[src/rtl/aes_enc_arbiter.sv]
// aes_enc_arbiter: round-robin front end sharing one AES-128 core between two requesters.
// Define AES_ARB_KEY_CACHE_EN to skip the key reload when a request reuses the last loaded key.
module aes_enc_arbiter #(
  parameter int TMO_CYC = 32
) (
  input  logic         CLK,
  input  logic         RSTn,
  input  logic [1:0]   req_vld,
  output logic [1:0]   req_rdy,
  input  logic [255:0] req_key,
  input  logic [255:0] req_din,
  output logic [1:0]   rsp_vld,
  input  logic [1:0]   rsp_rdy,
  output logic [127:0] rsp_dout,
  output logic         rsp_err,
  output logic [127:0] aes_Kin,
  output logic [127:0] aes_Din,
  output logic         aes_Krdy,
  output logic         aes_Drdy,
  output logic         aes_EN,
  input  logic [127:0] aes_Dout,
  input  logic         aes_Kvld,
  input  logic         aes_Dvld,
  input  logic         aes_BSY,
  output logic         busy
);

  localparam int CNT_W = (TMO_CYC < 1) ? 1 : $clog2(TMO_CYC + 1);
  localparam logic [CNT_W-1:0] TMO_LIM = CNT_W'(TMO_CYC);

  typedef enum logic [2:0] {
    IDLE     = 3'd0,
    KEY_LD   = 3'd1,
    KEY_WAIT = 3'd2,
    DAT_ST   = 3'd3,
    DAT_WAIT = 3'd4,
    RESP     = 3'd5
  } state_t;

  state_t           state_r;
  state_t           state_nx_s;
  logic [CNT_W-1:0] cnt_r;
  logic             gnt_s;
  logic             gnt_r;
  logic             rr_r;
  logic [127:0]     cap_key_s;
  logic [127:0]     cap_din_s;
  logic [127:0]     key_r;
  logic [127:0]     din_r;
  logic             need_key_s;
  logic             start_s;
  logic             key_done_s;
  logic             dat_done_s;
  logic             tmo_s;
  logic [1:0]       req_rdy_r;
  logic [1:0]       rsp_vld_r;
  logic [127:0]     rsp_dout_r;
  logic             rsp_err_r;
  logic             krdy_r;
  logic             drdy_r;
  logic             busy_r;

  // Round-robin pick among pending requesters; rr_r holds the previous winner
  always_comb begin
    gnt_s = 1'b0;
    case (req_vld)
      2'b01:   gnt_s = 1'b0;
      2'b10:   gnt_s = 1'b1;
      2'b11:   gnt_s = ~rr_r;
      default: gnt_s = 1'b0;
    endcase
  end

  assign cap_key_s  = gnt_s ? req_key[255:128] : req_key[127:0];
  assign cap_din_s  = gnt_s ? req_din[255:128] : req_din[127:0];
  // A grant is only issued while the core is idle so Krdy/Drdy never meet BSY=1
  assign start_s    = (state_r == IDLE) && (req_vld != 2'b00) && !aes_BSY;
  assign key_done_s = (state_r == KEY_WAIT) && aes_Kvld && !aes_BSY;
  assign dat_done_s = (state_r == DAT_WAIT) && aes_Dvld && !aes_BSY;

`ifdef AES_ARB_KEY_CACHE_EN
  logic [127:0] kc_key_r;
  logic         kc_vld_r;

  // Key cache: filled when the core confirms a key, dropped on any timeout
  always_ff @(posedge CLK) begin
    if (!RSTn) begin
      kc_key_r <= 128'd0;
      kc_vld_r <= 1'b0;
    end else if (tmo_s) begin
      kc_key_r <= kc_key_r;
      kc_vld_r <= 1'b0;
    end else if (key_done_s) begin
      kc_key_r <= key_r;
      kc_vld_r <= 1'b1;
    end else begin
      kc_key_r <= kc_key_r;
      kc_vld_r <= kc_vld_r;
    end
  end

  assign need_key_s = !(kc_vld_r && (cap_key_s == kc_key_r));
`else
  assign need_key_s = 1'b1;
`endif

  // Next-state decode; a completing handshake takes priority over the timeout
  always_comb begin
    state_nx_s = state_r;
    tmo_s      = 1'b0;
    case (state_r)
      IDLE: begin
        if (start_s) begin
          if (need_key_s) begin
            state_nx_s = KEY_LD;
          end else begin
            state_nx_s = DAT_ST;
          end
        end else begin
          state_nx_s = IDLE;
        end
      end
      KEY_LD: begin
        state_nx_s = KEY_WAIT;
      end
      KEY_WAIT: begin
        if (key_done_s) begin
          state_nx_s = DAT_ST;
        end else if (cnt_r == TMO_LIM) begin
          state_nx_s = RESP;
          tmo_s      = 1'b1;
        end else begin
          state_nx_s = KEY_WAIT;
        end
      end
      DAT_ST: begin
        state_nx_s = DAT_WAIT;
      end
      DAT_WAIT: begin
        if (dat_done_s) begin
          state_nx_s = RESP;
        end else if (cnt_r == TMO_LIM) begin
          state_nx_s = RESP;
          tmo_s      = 1'b1;
        end else begin
          state_nx_s = DAT_WAIT;
        end
      end
      RESP: begin
        if (rsp_rdy[gnt_r]) begin
          state_nx_s = IDLE;
        end else begin
          state_nx_s = RESP;
        end
      end
      default: begin
        state_nx_s = IDLE;
      end
    endcase
  end

  // State register and wait-state timeout counter (cleared on every state change)
  always_ff @(posedge CLK) begin
    if (!RSTn) begin
      state_r <= IDLE;
      cnt_r   <= {CNT_W{1'b0}};
    end else begin
      state_r <= state_nx_s;
      if (state_nx_s != state_r) begin
        cnt_r <= {CNT_W{1'b0}};
      end else if ((state_r == KEY_WAIT) || (state_r == DAT_WAIT)) begin
        cnt_r <= cnt_r + CNT_W'(1'b1);
      end else begin
        cnt_r <= cnt_r;
      end
    end
  end

  // Grant capture: channel, pointer, key/plaintext and the one-cycle accept pulse
  always_ff @(posedge CLK) begin
    if (!RSTn) begin
      gnt_r     <= 1'b0;
      rr_r      <= 1'b1;
      key_r     <= 128'd0;
      din_r     <= 128'd0;
      req_rdy_r <= 2'b00;
    end else if (start_s) begin
      gnt_r     <= gnt_s;
      rr_r      <= gnt_s;
      key_r     <= cap_key_s;
      din_r     <= cap_din_s;
      req_rdy_r <= gnt_s ? 2'b10 : 2'b01;
    end else begin
      gnt_r     <= gnt_r;
      rr_r      <= rr_r;
      key_r     <= key_r;
      din_r     <= din_r;
      req_rdy_r <= 2'b00;
    end
  end

  // Result register: ciphertext on completion, zero plus error flag on timeout
  always_ff @(posedge CLK) begin
    if (!RSTn) begin
      rsp_dout_r <= 128'd0;
      rsp_err_r  <= 1'b0;
    end else if (dat_done_s) begin
      rsp_dout_r <= aes_Dout;
      rsp_err_r  <= 1'b0;
    end else if (tmo_s) begin
      rsp_dout_r <= 128'd0;
      rsp_err_r  <= 1'b1;
    end else begin
      rsp_dout_r <= rsp_dout_r;
      rsp_err_r  <= rsp_err_r;
    end
  end

  // Moore strobes registered from the next state so each is high exactly in its state
  always_ff @(posedge CLK) begin
    if (!RSTn) begin
      krdy_r    <= 1'b0;
      drdy_r    <= 1'b0;
      busy_r    <= 1'b0;
      rsp_vld_r <= 2'b00;
    end else begin
      krdy_r    <= (state_nx_s == KEY_LD);
      drdy_r    <= (state_nx_s == DAT_ST);
      busy_r    <= (state_nx_s != IDLE);
      rsp_vld_r <= (state_nx_s == RESP) ? (gnt_r ? 2'b10 : 2'b01) : 2'b00;
    end
  end

  assign req_rdy  = req_rdy_r;
  assign rsp_vld  = rsp_vld_r;
  assign rsp_dout = rsp_dout_r;
  assign rsp_err  = rsp_err_r;
  assign aes_Kin  = key_r;
  assign aes_Din  = din_r;
  assign aes_Krdy = krdy_r;
  assign aes_Drdy = drdy_r;
  assign busy     = busy_r;
  // The core is enabled for as long as the block is out of reset
  assign aes_EN   = RSTn;

endmodule

[config.mk]
export PLATFORM = sky130hd
export DESIGN_NAME = aes_enc_arbiter
export DESIGN_NICKNAME = d
export VERILOG_FILES = /design/src/rtl/aes_enc_arbiter.sv
export SDC_FILE = /design/constraint.sdc
export NUM_CORES = 1
export LEC_CHECK = 0
export CAP_MARGIN = 20
export CORE_AREA = 4 4 398 400
export CTS_CLUSTER_SIZE = 40
export DETAILED_ROUTE_END_ITERATION = 10
export DIE_AREA = 0 0 402 404
export PLACE_DENSITY = 0.39
export SYNTH_ARGS = -nofsm -noshare
export SYNTH_HDL_FRONTEND = slang
export SYNTH_SLANG_ARGS = --single-unit
[constraint.sdc]
create_clock -name CLK -period 2.19 [get_ports CLK]
set_clock_uncertainty 0.05 [all_clocks]
set_input_delay 0.5475 -clock CLK [delete_from_list [all_inputs] [get_ports CLK]]
set_output_delay 0.5475 -clock CLK [all_outputs]
set_load 0.02 [all_outputs]
==> flow_summary_export.csv <==
group,metric,value,unit
routing,wl_per_cell,22.6,um
yosys,ys_top_cells_by_count,"403 x dfxtp_1, 263 x nor2_1, 258 x mux2i_1, 166 x a211oi_1, 136 x a21oi_1",
yosys,synth_cells,1823,
routing,drcViolationCount,0,
yosys,synth_seq_cells,403,
setup_path,criticalPathCategory,"flop to output port",
final_layout,syn_to_final_growth,87.2,%
global_routing,grt_pass1_wl,153,mm
setup_path,slowest_stage,"dlygate4sd2_1",
timing,rsz0062_at_grt,"no",
cts,cts_buffer_depth,3,
timing,period_share,95.3,%
yosys,synth-seq-area-share,46.0,%
setup_path,cp-start-kind,"flop",
routing,drt_iter0_markers,784,
yosys,yosys-top-cells-area,"dfxtp_1 46%, mux2i_1 15%, a211oi_1 7.1%, a211oi_2 6.5%, nor2_1 5.6%",
cts,clkLatencyLatePin,0.65,ns
power_and_ir_drop,switchingPower,6.76,mW
routing,wirelength,114,mm
die,die_height,404,um
yosys,syn_area,17500,um^2
routing,detail-route-antenna-nets,0,
global_routing,grtUsageTotal,13.3,%
yosys,yosysMostFrequentCell,"dfxtp_1",
power_and_ir_drop,cellPowerDensity,688,nW/um^2
power_and_ir_drop,switching_share,29.9,%
timing,finalHoldViolations,0,
routing,drt_pre_antenna_iters,4,
cts,cts_buffers,56,
min_path,min_delay_path_depth,3,
cts,clk_pin_slew,0.06,ns
place,dp_cells,4910,
timing,final.setup.worst_slack,0.103,ns
global_routing,overflow,0,
setup_path,cp_num_cells,1,
status,outcome,"complete, no violations",
setup_path,cp.buffers_inverters,1,
yosys,ys.flop_type,"dfxtp_1",
timing,drv_slew,0,
yosys,syn_area_per_cell,9.62,um^2
global_routing,grt_pass1_vias,18600,
setup_path,critPathMaxStageDelay,0.50,ns
timing,fmax,479,MHz
cts,post_cts_buffers,0,
die,io_pins,1042,
setup_path,cp_top_family,"buffers and inverters",
die,die_area,162000,um^2
timing,finalCriticalPeriod,2.09,ns
die,start_util,11.3,%
setup_path,path_cells,"dlygate4sd2_1",
global_routing,antenna_found_initial,49,
job,cap_viol_max_count,0,
cts,htreeDepth,2,
timing,finalSetupViolCount,0,
place,gp_congestion,0.823,
yosys,postSynth.asyncResetShare,0,%
die,die_x,402,um
yosys,synth_area_leader_cell,"dfxtp_1",
yosys,synth_warnings,0,
yosys,yosysTopAreaCellShare,46.0,%
power_and_ir_drop,leakage,13.0,nW
routing,vias_per_cell,3.63,
timing,maxSlewHeadroom,63.3,%
place,postPlaceCellArea,31400,um^2
setup_path,cp_max_fo,1,
global_routing,grt_start_max_net_pins,53,
final_layout,instances_no_fill,5024,
yosys,synth_nets,2474,
place,place_ws,-0.371,ns
timing,tightestPinTransition,0.547,ns
power_and_ir_drop,p_comb_share,22.7,%
final_layout,layout-drive-gt1-share,13.1,%
cts,cts_tree,"done",
setup_path,crit_required,1.59,ns
die,fp-row-count,145,
place,io_buffers,1041,
die,core,155000,um^2
power_and_ir_drop,clkPwrFrac,41.3,%
setup_path,worstSetupEndpointType,"output port",
yosys,synth.distinct_cells,43,
final_layout,fin_nets,3561,
min_path,hp-class,"input pin to flop",
final_layout,fillers,17300,
cts,cts_root_buf,"clkbuf_16",
setup_path,arrival,1.49,ns
cts,clock-sinks,403,
timing,holdWs,0.409,ns
power_and_ir_drop,intPower,15.9,mW
final_layout,final_area,32800,um^2
routing,vias,18200,
power_and_ir_drop,ir_worst_vdd,0.578,mV
setup_path,reg2reg_depth,6,
yosys,synth_edf_count,0,
place,hpwl,94.2,mm
power_and_ir_drop,pwr-share-seq,36.0,%
==> layer usage <==
layer,vias to the layer above,routed length (um),global-route usage [%]
li1,8827,-,-
met1,8607,48000,16.3
met2,629,55600,23.0
met3,142,7610,3.86
met4,28,2230,2.91
met5,-,192,0
==> cell usage in the layout, fill, tap and decap left out, types with 2 or more instances in the layout <==
cell type        Yosys  layout
clkdlybuf4s50_1      0     648
dfxtp_1            403     403
dlygate4sd2_1        0     371
nor2_1             263     263
mux2i_1            258     258
a211oi_1           166     166
buf_4               15     150
a21oi_1            136     136
nand2_1            135     134
o211ai_1           129     129
a211oi_2            91      91
clkbuf_16            0      57
buf_12               0      41
clkbuf_8             0      18
diode_2              0      13
clkinv_2             0      10
clkbuf_1            58      10
xnor2_1              6       6
inv_1                7       6
nor3_1               4       4
clkdlybuf4s15_1      0       4
clkdlybuf4s15_2      0       4
nand2b_1             3       3
o21ai_0              2       2
nand3_1              3       2
nand4_1              2       2
nor3b_1              2       2
nor2b_1              2       2
ha_1                 2       2
inv_16               0       2
clkinvlp_4           0       2
==> stage by stage <==
step | TNS (ns) | utilization (%) | power, mW
5_1_grt | 0 | 21.1 | 23.7
2_1_floorplan | 0 | - | 10.6
3_5_place_dp | -61.66 | 20.2 | 13.9
4_1_cts | 0 | 21.1 | 23.2
6_report | 0 | 21.2 | 22.6
3_3_place_gp | -55.83 | 20.2 | 13.9
==> what timing repair did <==
action | in CTS | in global routing
resized for setup | 391 | 0
hold endpoints to repair | 0 | 0
hold buffers | 0 | 0
setup endpoints to repair | 379 | 0
==> cells by family after synthesis <==
kind of cell	synth area share, %
XOR/XNOR	0.300
multiplexers	14.7
AO/OA/AOI/OAI	23.5
buffers and inverters	5.74
adder cells (fa/ha/maj)	0.143
AND/OR/NAND/NOR	9.58
flip-flops	46.0
==> state kept, by name, summed over array words and instances (netlist names) <==
name      cells
req_rdy       2
rsp_err       1
rsp_dout    128
aes_Krdy      1
aes_Din     128
state_r       3
aes_Kin     128
rr_r          1
rsp_vld       2
aes_Drdy      1
busy          1
gnt_r         1
cnt_r         6
==> final cells by class <==
class / instances / area [um^2] / share of cell area [%]
Clock buffer: 85 / 1710 / 5.21
Antenna cell: 13 / 32.5 / 0.0990
Timing Repair Buffer: 1218 / 11800 / 35.8
Sequential cell: 403 / 8070 / 24.6
Inverter: 7 / 33.8 / 0.103
Multi-Input combinational cell: 1224 / 8520 / 25.9
Clock inverter: 16 / 144 / 0.438
Tap cell: 2058 / 2570 / 7.84
==> worst paths after layout <==
path / startpoint / to / slack (ns)
setup / recovery: aes_Drdy / aes_Drdy / 0.10
setup reg to reg: state_r[1] / aes_Din[82] / 0.23
hold reg to reg: rsp_dout[43] / rsp_dout[43] / 0.43
hold / removal: aes_Dout[108] / rsp_dout[108] / 0.41
==> power groups by stage <==
stage | clock (mW) | sequential, mW | combinational [mW]
floorplan | 0 | 8.85 | 1.78
global placement | 0 | 8.31 | 5.55
detailed placement | 0 | 8.31 | 5.54
CTS | 9.81 | 8.14 | 5.22
global route | 10.0 | 8.20 | 5.50
finish | 9.35 | 8.14 | 5.13
No activity file was read; power rests on OpenSTA's default activity.
